## src/rtl/block_packer.sv

```systemverilog
// Byte-to-block packer with per-frame 0x80/zeros padding and valid/ready on both sides.
// Define BLOCK_PACKER_RTLEN_EN to add the runtime frame_len_i port (clamped to FRAME_BYTES).
module block_packer #(
  parameter int          BLOCK_BYTES = 8,
  parameter int          FRAME_BYTES = 181,
  parameter logic [7:0]  PAD_BYTE    = 8'h80
) (
  input  logic                     clock_i,
  input  logic                     reset_i,
  input  logic                     clear_i,
  input  logic                     s_valid_i,
  input  logic [7:0]               s_data_i,
  output logic                     s_ready_o,
  output logic                     m_valid_o,
  output logic [8*BLOCK_BYTES-1:0] m_data_o,
  output logic                     m_last_o,
  input  logic                     m_ready_i
`ifdef BLOCK_PACKER_RTLEN_EN
  ,
  input  logic [15:0]              frame_len_i
`endif
);

  localparam int LW = $clog2(BLOCK_BYTES);
  localparam int FW = (FRAME_BYTES > 1) ? $clog2(FRAME_BYTES) : 1;
  localparam int BW = 8 * BLOCK_BYTES;

  typedef enum logic {FILL, PAD} state_t;
  state_t state, state_nxt;

  logic [BW-1:0] acc;
  logic [LW-1:0] lane_cnt;
  logic [FW-1:0] frame_cnt;
  logic [FW-1:0] frame_end;
  logic          lane_last, frame_last, complete, out_free, accept;
  logic [BW-1:0] blk_nxt;
  logic          last_nxt;

`ifdef BLOCK_PACKER_RTLEN_EN
  logic [FW-1:0] len_end_q;
  logic [FW-1:0] len_end_in;

  function automatic logic [15:0] sat_len(input logic [15:0] len);
    if (len == 16'd0 || len > 16'(FRAME_BYTES)) return 16'(FRAME_BYTES);
    return len;
  endfunction

  assign len_end_in = FW'(sat_len(frame_len_i) - 16'd1);
  // The first byte of a frame compares against the live port value, later bytes against the sample.
  assign frame_end  = (frame_cnt == '0) ? len_end_in : len_end_q;

  always_ff @(posedge clock_i or posedge reset_i) begin
    if (reset_i)                          len_end_q <= FW'(FRAME_BYTES - 1);
    else if (accept && frame_cnt == '0)   len_end_q <= len_end_in;
  end
`else
  assign frame_end = FW'(FRAME_BYTES - 1);
`endif

  assign lane_last  = (lane_cnt == LW'(BLOCK_BYTES - 1));
  assign frame_last = (frame_cnt == frame_end);
  assign complete   = lane_last || frame_last;
  assign out_free   = !m_valid_o || m_ready_i;
  assign s_ready_o  = (state == FILL) && !(complete && !out_free);
  assign accept     = s_valid_i && s_ready_o;
  assign last_nxt   = frame_last && !lane_last;

  // Completed block: stored lanes, the incoming byte, then PAD_BYTE and zeros at end of frame.
  always_comb begin
    blk_nxt = '0;
    for (int i = 0; i < BLOCK_BYTES; i++) begin
      if (i < int'(lane_cnt))
        blk_nxt[BW-8-8*i +: 8] = acc[BW-8-8*i +: 8];
      else if (i == int'(lane_cnt))
        blk_nxt[BW-8-8*i +: 8] = s_data_i;
      else if (i == int'(lane_cnt) + 1 && frame_last)
        blk_nxt[BW-8-8*i +: 8] = PAD_BYTE;
    end
  end

  always_comb begin
    state_nxt = state;
    case (state)
      FILL: if (accept && frame_last && lane_last) state_nxt = PAD;
      PAD:  if (out_free) state_nxt = FILL;
      default: state_nxt = FILL;
    endcase
  end

  always_ff @(posedge clock_i or posedge reset_i) begin
    if (reset_i)      state <= FILL;
    else if (clear_i) state <= FILL;
    else              state <= state_nxt;
  end

  // Input side: accumulator and counters
  always_ff @(posedge clock_i or posedge reset_i) begin
    if (reset_i) begin
      acc       <= '0;
      lane_cnt  <= '0;
      frame_cnt <= '0;
    end else if (clear_i) begin
      acc       <= '0;
      lane_cnt  <= '0;
      frame_cnt <= '0;
    end else if (accept) begin
      acc[BW-8-8*int'(lane_cnt) +: 8] <= s_data_i;
      if (frame_last) begin
        lane_cnt  <= '0;
        frame_cnt <= '0;
      end else begin
        lane_cnt  <= lane_last ? '0 : lane_cnt + LW'(1);
        frame_cnt <= frame_cnt + FW'(1);
      end
    end
  end

  // Output side: one-block holding register
  always_ff @(posedge clock_i or posedge reset_i) begin
    if (reset_i) begin
      m_valid_o <= 1'b0;
      m_data_o  <= '0;
      m_last_o  <= 1'b0;
    end else if (clear_i) begin
      m_valid_o <= 1'b0;
      m_data_o  <= '0;
      m_last_o  <= 1'b0;
    end else if (state == FILL && accept && complete) begin
      m_valid_o <= 1'b1;
      m_data_o  <= blk_nxt;
      m_last_o  <= last_nxt;
    end else if (state == PAD && out_free) begin
      m_valid_o <= 1'b1;
      m_data_o  <= {PAD_BYTE, {(BW-8){1'b0}}};
      m_last_o  <= 1'b1;
    end else if (m_ready_i) begin
      m_valid_o <= 1'b0;
    end
  end

endmodule

```

## config.mk

```make
export PLATFORM = sky130hd
export DESIGN_NAME = block_packer
export DESIGN_NICKNAME = d
export VERILOG_FILES = /design/src/rtl/block_packer.sv
export SDC_FILE = /design/constraint.sdc
export NUM_CORES = 1
export LEC_CHECK = 0
export CAP_MARGIN = 20
export CORE_ASPECT_RATIO = 1.25
export CORE_MARGIN = 2
export CORE_UTILIZATION = 40
export CTS_BUF_LIST = sky130_fd_sc_hd__clkbuf_8
export CTS_CLUSTER_SIZE = 14
export DETAILED_ROUTE_END_ITERATION = 10
export RECOVER_POWER = 50
export SYNTH_ARGS = -nofsm -noshare
export SYNTH_HDL_FRONTEND = slang
export SYNTH_SLANG_ARGS = --single-unit
export TNS_END_PERCENT = 10
```

## constraint.sdc

```tcl
create_clock -name clock_i -period 9.14 [get_ports clock_i]
set_clock_uncertainty 0.1 [all_clocks]
set_input_delay 0.914 -clock clock_i [delete_from_list [all_inputs] [get_ports clock_i]]
set_output_delay 0.914 -clock clock_i [all_outputs]
set_load 0.02 [all_outputs]
```

# == Word-level counts from Yosys, hierarchy flattened ==
# Index checks and enable logic that the tools add are counted.
# classes
order_cmp,7
shifts,2
n_div,0
eq_ne,16
mux,47
addsub,5
bitwise_logic,1
multipliers,0
reduce_logical,28
# op_table
operator,n
64-bit two-way mux,5
8-bit two-way mux,26
"4-bit by 32-bit equality test with 1-bit output, first input constant",3
64-bit bitwise mux,1
"3-bit by 32-bit equality test with 1-bit output, first input constant",2
"8-bit by 33-bit variable shift with 64-bit output, first input constant",1
8-bit by 33-bit indexed part select with 64-bit output,1
7-bit negator with 33-bit output,1
"2-bit by 32-bit equality test with 1-bit output, first input constant",1
32-bit zero test,1
1-bit logical AND,17
"3-bit equality test, first input constant",4
3-bit two-way mux,4
1-bit two-way mux,10
"3-bit < comparator, first input constant",3
"8-bit by 1-bit adder with 8-bit output, second input constant",1
"8-bit equality test, second input constant",1
"6-bit by 6-bit subtractor with 7-bit output, first input constant",1
"2-bit by 3-bit equality test with 1-bit output, first input constant",2
"1-bit by 3-bit < comparator with 1-bit output, first input constant",2
"2-bit by 3-bit < comparator with 1-bit output, first input constant",2
"3-bit by 1-bit adder with 4-bit output, second input constant",1
"3-bit by 4-bit equality test with 1-bit output, first input constant",1
1-bit zero test,4
10 further kinds,11
# word_totals
out_inout_bits,67
ramBits,0
elab_cells,113
mem_count,0
input_bits,13
regBits,142
romBits,0
latchBits,0

# == Longest topological paths before layout ==
# Gate-level depths: netlist of run 1.
# logic_depth
ltp_word,12
ltp_mapped,10
mapped_depth_nobuf,7

# == Worst setup path after synthesis of run 1 ==
# No wires, ideal clock.
# synth_path
path_kind,flip-flop to output port
start,register lane_cnt[0]
end,output port s_ready_o
setup_slack_ns,6.350
t_arrival_ns,1.776
path_buffers,1
stages_incl_launch_ff,7
required_ns,8.126
cell_sequence,dfrtp_1 -> ha_1 -> ha_1 -> clkbuf_1 -> inv_1 -> o21ai_0 -> a21oi_1
# synth_via
elab_chain_len,5
# synth_lines
item,line_no,source
start: declaration,32,logic [LW-1:0] lane_cnt;
start signal: assignment,112,lane_cnt <= lane_last ? '0 : lane_cnt + LW'(1);
3-bit equality test,60,assign lane_last = (lane_cnt == LW'(BLOCK_BYTES - 1));
1-bit logical OR,62,assign complete = lane_last || frame_last;
1-bit logical AND,64,assign s_ready_o = (state == FILL) && !(complete && !out_free);
1-bit zero test,64,
1-bit logical AND,64,
end: declaration,13,"output logic s_ready_o,"
# Every way passes these cells.

==> results.md, run 1 <==
- After synthesis, the cell types taking the most area are sky130_fd_sc_hd__dfrtp_1, sky130_fd_sc_hd__mux2i_1, sky130_fd_sc_hd__nor2_1, sky130_fd_sc_hd__nand2_1, sky130_fd_sc_hd__a21oi_1.
- The width of the die is 117.0 um.
- The detail route stage leaves a number of antenna-violating nets equal to 0.
- Setup repair after global routing left no endpoint under its margin.
- The synthesis-stage register bit count is 134.
- The number of setup buffers added after CTS is 0.
- The count of cells resized by post-cts repair is 0.
- The total die area is 16,990 um^2.
- The path class of the tightest hold or removal check is flip-flop to flip-flop.
- The number of global-route vias before repair came to 5,082.
- Counting flops with an async set or reset pin after synthesis yields a share of 1.000.
- The peak supply drop is 0.07364 mV.
- The finished cells cover 7809 um^2.
- The biggest area contributor in the post-synthesis netlist is sky130_fd_sc_hd__dfrtp_1.
- The cell count after synthesis came out at 675.
- Setup violations remaining at the end of the flow were counted as 0.
- Of the total synthesized cell area, the portion taken by XOR and XNOR cells is 0.001373.
- The synthesis-to-finish area growth is 22.37%.
- The total via count in the routed design is 5,172.
- The required arrival time at the worst endpoint is 9.00 ns.
- The wire length of the first global-routing pass is 26.80 mm.
- The initial antenna violation count was 0.
- By count the netlist is led by sky130_fd_sc_hd__dfrtp_1, sky130_fd_sc_hd__nor2_1, sky130_fd_sc_hd__nand2_1.
- Row generation in the floorplan step produced 51 rows.
- The routed design has 16.36 mm of wire.
- The number of nets in the synthesized netlist is 696.
- The achievable frequency is 217.3 MHz.
- At the placement stage, the worst setup path has a slack of 5.148 ns.
- The data arrival time of the critical path is 4.46 ns.
- The total of warnings raised by yosys is 0.
- The number of buffers created by CTS is 17.
- The tool flagged a number of max-cap violations equal to 3.
- Counting distinct cell types in the post-synthesis netlist gives 49.
- The total of buffers placed on input and output ports is 79.
- The clock passes through at most 2 buffers.
- At the pin with the least slew margin, the transition time is 2.722 ns.
- For this run, the leading register cell type out of synthesis is sky130_fd_sc_hd__dfrtp_1.
- 80 I/O pins were placed.
- In the final routed layout, each cell accounts on average for 17.06 um.
- After the first detailed-routing iteration, the DRC count stood at 433.
- Entering global routing, the biggest net connects 85 pins.
- The fraction of the mapped netlist area in compound gates is 0.1604.
- The run finished, with violations left.
- The fraction of layout instances using a drive strength above 1 is 0.06426.
- TritonCTS built the clock tree.
- In the final timing run, aggregate negative setup slack is 0 ns.
- In the global route stage, overall resource usage came out at 0.2024.
- After synthesis, the share of cell area in mux cells is 0.08941.
- In this run the worst path has a maximum fanout of 51.
- The antenna diode count is 0.
- Of the total synthesized cell area, the portion taken by full adders, half adders and majority gates is 0.01569.
- The most frequent cell after synthesis is sky130_fd_sc_hd__dfrtp_1.
- The checks that failed: max-capacitance violations, max-slew violations.
- In this run the power density over the cells is 171.7 nW/um^2.
- The later pin in the worst-skew pair is clocked with a latency of 0.44 ns.
- Yosys mapped a number of flops with a built-in enable equal to 0.
- After synthesis, the largest family of logic cells by area is simple AND/OR/NAND/NOR gates.
- The worst reg2reg path depth is 7.
- The clock slew seen by the registers of the worst setup and hold paths is 0.08 ns.
- The multi-input logic area is 2823 um^2.
- After synthesis, the mean cell area works out to 9.454 um^2.
- Dividing the final minimum period by the clock period gives 0.5036.
- The first detailed-routing pass took 7 iterations.
- The final number of max-transition violations came to 139.
- The hold violation count in the final report is 0.
- CTS built an H-tree with a depth of 4.
- The total core area is 15,570 um^2.
- The critical path is of the primary input to asynchronous set/reset pin type.
- In this run the vertical extent of the chip is 145.2 um.
- The area share of the largest cell type after synthesis is 0.5255.
- The CTS root buffer is sky130_fd_sc_hd__clkbuf_8.
- Setup slack closes at 4.537 ns.
- The post-placement cell area is 7301 um^2.
- The worst hold path was traced through 2 stages.
- After the last flow step, the layout net total stands at 755.
- The sum of net half-perimeters after detailed placement is 11.08 mm.
- Measured against its own limit, the worst slew margin works out to -0.8147.
- The initial utilization of the core area, before any placement, comes to 0.4098.
- The sequential cells in the finished layout cover a total of 3353 um^2.
- The final critical delay including setup and external delays is 4.603 ns.
- The cell area after synthesis is 6381 um^2.
- Counting every sink on the clock net gives 134.
- The simple-gate share of the synthesized area is 0.1743.
- In this run, post-CTS hold repair placed 0 buffers.
- For this run, design rule violations remaining after detail routing come to 0.
- The critical path startpoint category is a primary input.
- Summed over all layers, the global routing overflow is 0.
- The analysis attributes to cell leakage a power of 3.573 nW.
- Dividing the detail-routed via count by the number of cells gives 5.393.
- The sequential element share of the synthesized area is 0.5255.
- The type of destination of the critical path is an asynchronous set/reset pin.
- The weighted congestion at the end of routability-driven global placement is 0.8192.
- The fill cell total of the finished layout is 1,460.
## layer usage
metal  vias up  part of all wire  track usage
li1       2452                 -            -
met1      2559              0.46       0.2807
met2       136              0.48       0.3165
met3        25             0.046      0.04553
met4         0             0.017      0.05941
met5         -                 0            0
## flip-flops by register name, summed over array words and instances (netlist names)
signal	flops
frame_cnt	8
m_data_o	64
lane_cnt	3
m_last_o	1
state	1
acc	56
m_valid_o	1
## final cells by class
| class | instances | share of cell area |
|---|---|---|
| clock inverter | 14 | 0.03253 |
| multi-input combinational | 485 | 0.3615 |
| sequential | 134 | 0.4294 |
| inverter | 11 | 0.005448 |
| clock buffer | 18 | 0.03173 |
| timing repair buffer | 85 | 0.1054 |
| tap | 212 | 0.03397 |
## layout by cell type (no fill, tap or decap), types with 7 or more instances in the layout
cell / Yosys / final
sky130_fd_sc_hd__bufinv_16: 0 / 7
sky130_fd_sc_hd__dlygate4sd3_1: 0 / 34
sky130_fd_sc_hd__mux2i_1: 57 / 57
sky130_fd_sc_hd__nand3_1: 9 / 9
sky130_fd_sc_hd__inv_1: 11 / 11
sky130_fd_sc_hd__a22oi_1: 7 / 7
sky130_fd_sc_hd__o21ai_1: 22 / 22
sky130_fd_sc_hd__a21oi_1: 58 / 58
sky130_fd_sc_hd__a22o_1: 8 / 8
sky130_fd_sc_hd__ha_1: 8 / 8
sky130_fd_sc_hd__nor2b_1: 14 / 14
sky130_fd_sc_hd__dfrtp_1: 134 / 134
sky130_fd_sc_hd__nor2_1: 108 / 108
sky130_fd_sc_hd__nand2_1: 86 / 86
sky130_fd_sc_hd__and3_1: 17 / 17
sky130_fd_sc_hd__o21ai_0: 36 / 36
sky130_fd_sc_hd__clkbuf_8: 0 / 18
sky130_fd_sc_hd__clkdlybuf4s50_1: 0 / 44
## stage by stage
stage                 util  instances  hold WS [ns]  total power, mW
CTS                 0.5011        957        0.3886            1.352
global route        0.5015        959        0.4016            1.395
floorplan                -        675        0.3819           0.7011
global placement    0.4689        925        0.3719           0.7335
detailed placement  0.4689        925        0.3718           0.7360
finish              0.5015        959        0.3765            1.341
## worst max-delay path: stages
cell and delay, ns:
sky130_fd_sc_hd__dlygate4sd3_1 0.54, sky130_fd_sc_hd__clkinvlp_2 0.94, sky130_fd_sc_hd__clkbuf_1 2.01
## path summary, 6_finish.rpt
check,to,slack [ns],from
max,acc[22]$_DFFE_PP0P_,4.54,reset_i
min,m_data_o[59]$_DFFE_PP0P_,0.38,m_data_o[59]$_DFFE_PP0P_
max reg2reg,acc[35]$_DFFE_PP0P_,5.69,lane_cnt[0]$_DFFE_PP0P_
min reg2reg,m_data_o[59]$_DFFE_PP0P_,0.38,m_data_o[59]$_DFFE_PP0P_
max in group clock_i,s_ready_o,5.04,lane_cnt[1]$_DFFE_PP0P_
min in group asynchronous,m_data_o[6]$_DFFE_PP0P_,1.21,reset_i
## power by group
group          internal [mW]  switching [mW]
Clock                  0.386           0.230
Combinational         0.0338          0.0825
Sequential             0.600         0.00821
Total                   1.02           0.321
## cell families after synthesis
kind of cell / after synthesis
DFF: 134
adders and majority gates: 8
and+or+nand+nor: 254
AOI/OAI and AO/OA: 165
buffers and inverters: 56
xor gates and xnor gates: 1
muxes: 57
Power figures use the tool's default switching activity.
==> run 2, diff against run 1 <==
clock period = 4.7 ns   (was 9.14 ns; I/O delays follow)
==> results.md, run 2 (same netlist as run 1, synthesis figures left out) <==
- Run status: finished with violations (unchanged).
- Violations in the final reports: max-capacitance violations, max-slew violations (unchanged).
- The met2 wire length was 7.582 mm (was 7.809 mm).
- The maximum clock path buffer count came to 2 (unchanged).
- The most common cell type on the critical path is sky130_fd_sc_hd__ha_1.
- The clock insertion delay at the later pin of the skew report is 0.45 ns (was 0.44 ns).
- The type of destination of the critical path is an output pin (was asynchronous set/reset pin).
- The flip-flop count of the largest register after layout is 64 (unchanged).
- The starting utilization of the core area was 0.4098 (unchanged).
- The met3 layer wire length in the routed design is 887 um (was 746 um).
- The delay of the slowest cell on the worst path is 0.74 ns (was 2.01 ns).
- The relative contribution of combinational cells to total power is 0.104 (was 0.087).
- The sum of net half-perimeters after detailed placement is 11.08 mm (about the same).
- Unrepaired setup endpoints after global routing: no (unchanged).
- The largest net degree at the start of global routing came to 87 (was 85).
- The final hold slack is 0.3776 ns (was 0.3765 ns).
- The first-pass iteration count of the detailed router came to 5 (was 7).
- The final instance count without filler cells is 957 (was 959).
- The detailed-routing wirelength on met1 was 7.401 mm (was 7.523 mm).
- The cell row count is 51 (unchanged).
- The most common cell after layout, fill and taps aside is sky130_fd_sc_hd__dfrtp_1 (unchanged).
- The clock slew seen by the registers of the worst setup and hold paths was 0.07 ns (was 0.08 ns).
- The post-placement cell area came to 7333 um^2 (was 7301 um^2).
- The number of remaining DRC errors is 0 (unchanged).
- The total die area is 16,990 um^2 (unchanged).
- The critical-path maximum fanout is 18 (was 51).
- The headroom to the max-slew limit is -0.1708 (was -0.8147).
- The number of global-route vias before repair came to 5,058 (was 5,082).
- The die span in y was 145.2 um (unchanged).
- The CTS root buffer is sky130_fd_sc_hd__clkbuf_8 (unchanged).
- The total negative setup slack came to 0 ns (unchanged).
- The weighted congestion at the end of routability-driven global placement is 0.8528 (was 0.8192).
- The final number of setup-violating endpoints is 0 (unchanged).
- The post-route cell area was 7650 um^2 (was 7809 um^2).
- The cell with the largest stage delay on the worst path was sky130_fd_sc_hd__dfrtp_1 (was sky130_fd_sc_hd__clkbuf_1).
- Dividing the final minimum period by the clock period gives 0.8078.
- The count of cells resized by post-cts repair is 0 (unchanged).
- The H-tree depth came to 4 (unchanged).
- The residual overflow from global routing is 0 (unchanged).
- The switching power share of the total is 0.2694 (was 0.2395).
- Timing would allow up to 263.4 MHz.
- The transition time at the pin with the least slew margin is 1.756 ns (was 2.722 ns).
- The kind of critical path is flip-flop to output pin (was primary input to asynchronous set/reset pin).
- The routed wire length is 16.22 mm (was 16.36 mm).
- The total core area is 15,570 um^2 (unchanged).
- The total via count in the routed design was 5,179 (was 5,172).
- The overall track demand over capacity in global routing is 0.2018 (was 0.2024).
- The final net count is 756 (was 755).
- The highest routing layer actually used is met4 (unchanged).
- The leakage power total is 3.518 nW (was 3.573 nW).
- The power per standard cell area came to 287.1 nW/um^2 (was 171.7 nW/um^2).
- The synthesis-to-finish area growth is 19.88% (was 22.37%).
- The sink count of the clock tree is 134 (unchanged).
- The width of the die was 117.0 um (unchanged).
- Cells along the critical path: ha_1 -> ha_1 -> inv_1 -> o21ai_0 -> a21oi_1 -> clkdlybuf4s50_1 (was dlygate4sd3_1 -> clkinvlp_2 -> clkbuf_1).
- Registers with the most flip-flops: m_data_o: 64 flops, acc: 56 flops, frame_cnt: 8 flops (unchanged).
- The internal power component was 1.604 mW (was 1.020 mW).
- Top library cells by usage in the layout, fill and taps aside: sky130_fd_sc_hd__dfrtp_1, sky130_fd_sc_hd__nor2_1, sky130_fd_sc_hd__nand2_1 (unchanged).
- The critical path startpoint category is a flip-flop (was primary input).
- The total instance count after detailed placement is 926 (was 925).
- The initial antenna violation count was 0 (unchanged).
- The register with the most flip-flops is m_data_o (unchanged).
- The reported max-cap violation count is 1 (was 3).
- The number of hold buffers added after cts is 0 (unchanged).
- The final number of max-transition violations is 69 (was 139).
- The average vias per placed instance came to 5.412 (was 5.393).
- The number of buffers created by CTS is 17 (unchanged).
- The starting DRC count in detailed routing was 378 (was 433).
- The wire length of the first global-routing pass is 26.68 mm (was 26.80 mm).
- The number of setup buffers added after CTS is 0 (unchanged).
- The peak supply drop is 0.1258 mV (was 0.07364 mV).
- The detailed-route wire length per cell is 16.95 um (was 17.06 um).
- The power share of the sequential group came to 0.539 (was 0.454).
- The data arrival time of the critical path is 3.23 ns (was 4.46 ns).
- The class of the worst hold path is flip-flop to flip-flop (unchanged).
- Counting I/O delays and the setup requirement, the final critical path takes 3.797 ns.
- The remaining antenna violation count came to 0 (unchanged).
- The hold violation count in the final report is 0 (unchanged).
- The number of top-level pins is 80 (unchanged).
- The clock tree from TritonCTS was built (unchanged).
- The required arrival time at the worst endpoint came to 4.13 ns (was 9.00 ns).
- The total of buffers placed on input and output ports is 79 (unchanged).
- The fraction of layout instances using a drive strength above 1 is 0.05906 (was 0.06426).
- The clock network fraction of design power is 0.357 (was 0.460).
- The antenna diode count is 0 (unchanged).
- The net switching component of the power is 0.5917 mW (was 0.3212 mW).
-- run 2: changes by cell type in the layout (fill, tap and decap cells not counted) --
| cell | change |
|---|---|
| sky130_fd_sc_hd__bufinv_16 | -7 |
| sky130_fd_sc_hd__inv_1 | +4 |
| sky130_fd_sc_hd__buf_12 | +2 |
| sky130_fd_sc_hd__clkbuf_1 | -2 |
| sky130_fd_sc_hd__clkbuf_2 | +2 |
| sky130_fd_sc_hd__buf_4 | -1 |
| sky130_fd_sc_hd__clkbuf_8 | +1 |
| sky130_fd_sc_hd__clkinv_2 | +1 |
| sky130_fd_sc_hd__clkinv_4 | -1 |
| sky130_fd_sc_hd__inv_6 | -1 |
-- run 2: path summary, 6_finish.rpt --
check                                              start  cells past startpoint  slack, ns                  endpoint
worst max-delay path             lane_cnt[1]$_DFFE_PP0P_                      6       0.90                 s_ready_o
worst max register to register   lane_cnt[0]$_DFFE_PP0P_                      7       1.27       acc[32]$_DFFE_PP0P_
min in group asynchronous                        reset_i                      2       0.47  m_data_o[53]$_DFFE_PP0P_
worst min-delay path            m_data_o[38]$_DFFE_PP0P_                      2       0.38  m_data_o[38]$_DFFE_PP0P_
worst min register to register  m_data_o[38]$_DFFE_PP0P_                      2       0.38  m_data_o[38]$_DFFE_PP0P_
max in group asynchronous                        reset_i                      3       1.90       acc[40]$_DFFE_PP0P_
-- run 2: through the flow --
step	setup slack [ns]	utilization	power, mW
finish	0.9033	0.4913	2.196
global route	0.6681	0.4913	2.295
CTS	0.9411	0.4908	2.216
detailed placement	1.310	0.4710	1.433
global placement	1.333	0.4710	1.430
floorplan	0.5472	-	1.363
-- run 2: final cells by class --
class	count	area, um^2
Tap cell	212	265.3
Clock inverter	10	46.29
Multi-Input combinational cell	485	2823
Timing Repair Buffer	86	858.3
Inverter	11	42.54
Clock buffer	19	261.5
Fill cell	1547	7920
Sequential cell	134	3353
-- run 2: per-layer routing --
layer  vias to the layer above  GRT usage
met5                         -          0
met4                         0    0.06941
met3                        29    0.04386
met2                       155     0.3026
met1                      2538     0.2884
li1                       2457          -
-- run 2: power by group through the flow --
stage	clock (mW)	combinational (mW)	sequential, mW
after floorplan	0	0.166	1.20
after global placement	0	0.227	1.20
after detailed placement	0	0.229	1.20
after CTS	0.804	0.230	1.18
after global routing	0.855	0.255	1.18
final	0.785	0.229	1.18
-- run 2: worst max-delay path: cells and delay by family (launching register included) --
| kind | cells | cell delay, ns |
|---|---|---|
| buffers and inverters | 2 | 0.77 |
| DFF | 1 | 0.74 |
| adders and majority gates | 2 | 0.81 |
| AOI/OAI and AO/OA | 2 | 0.45 |
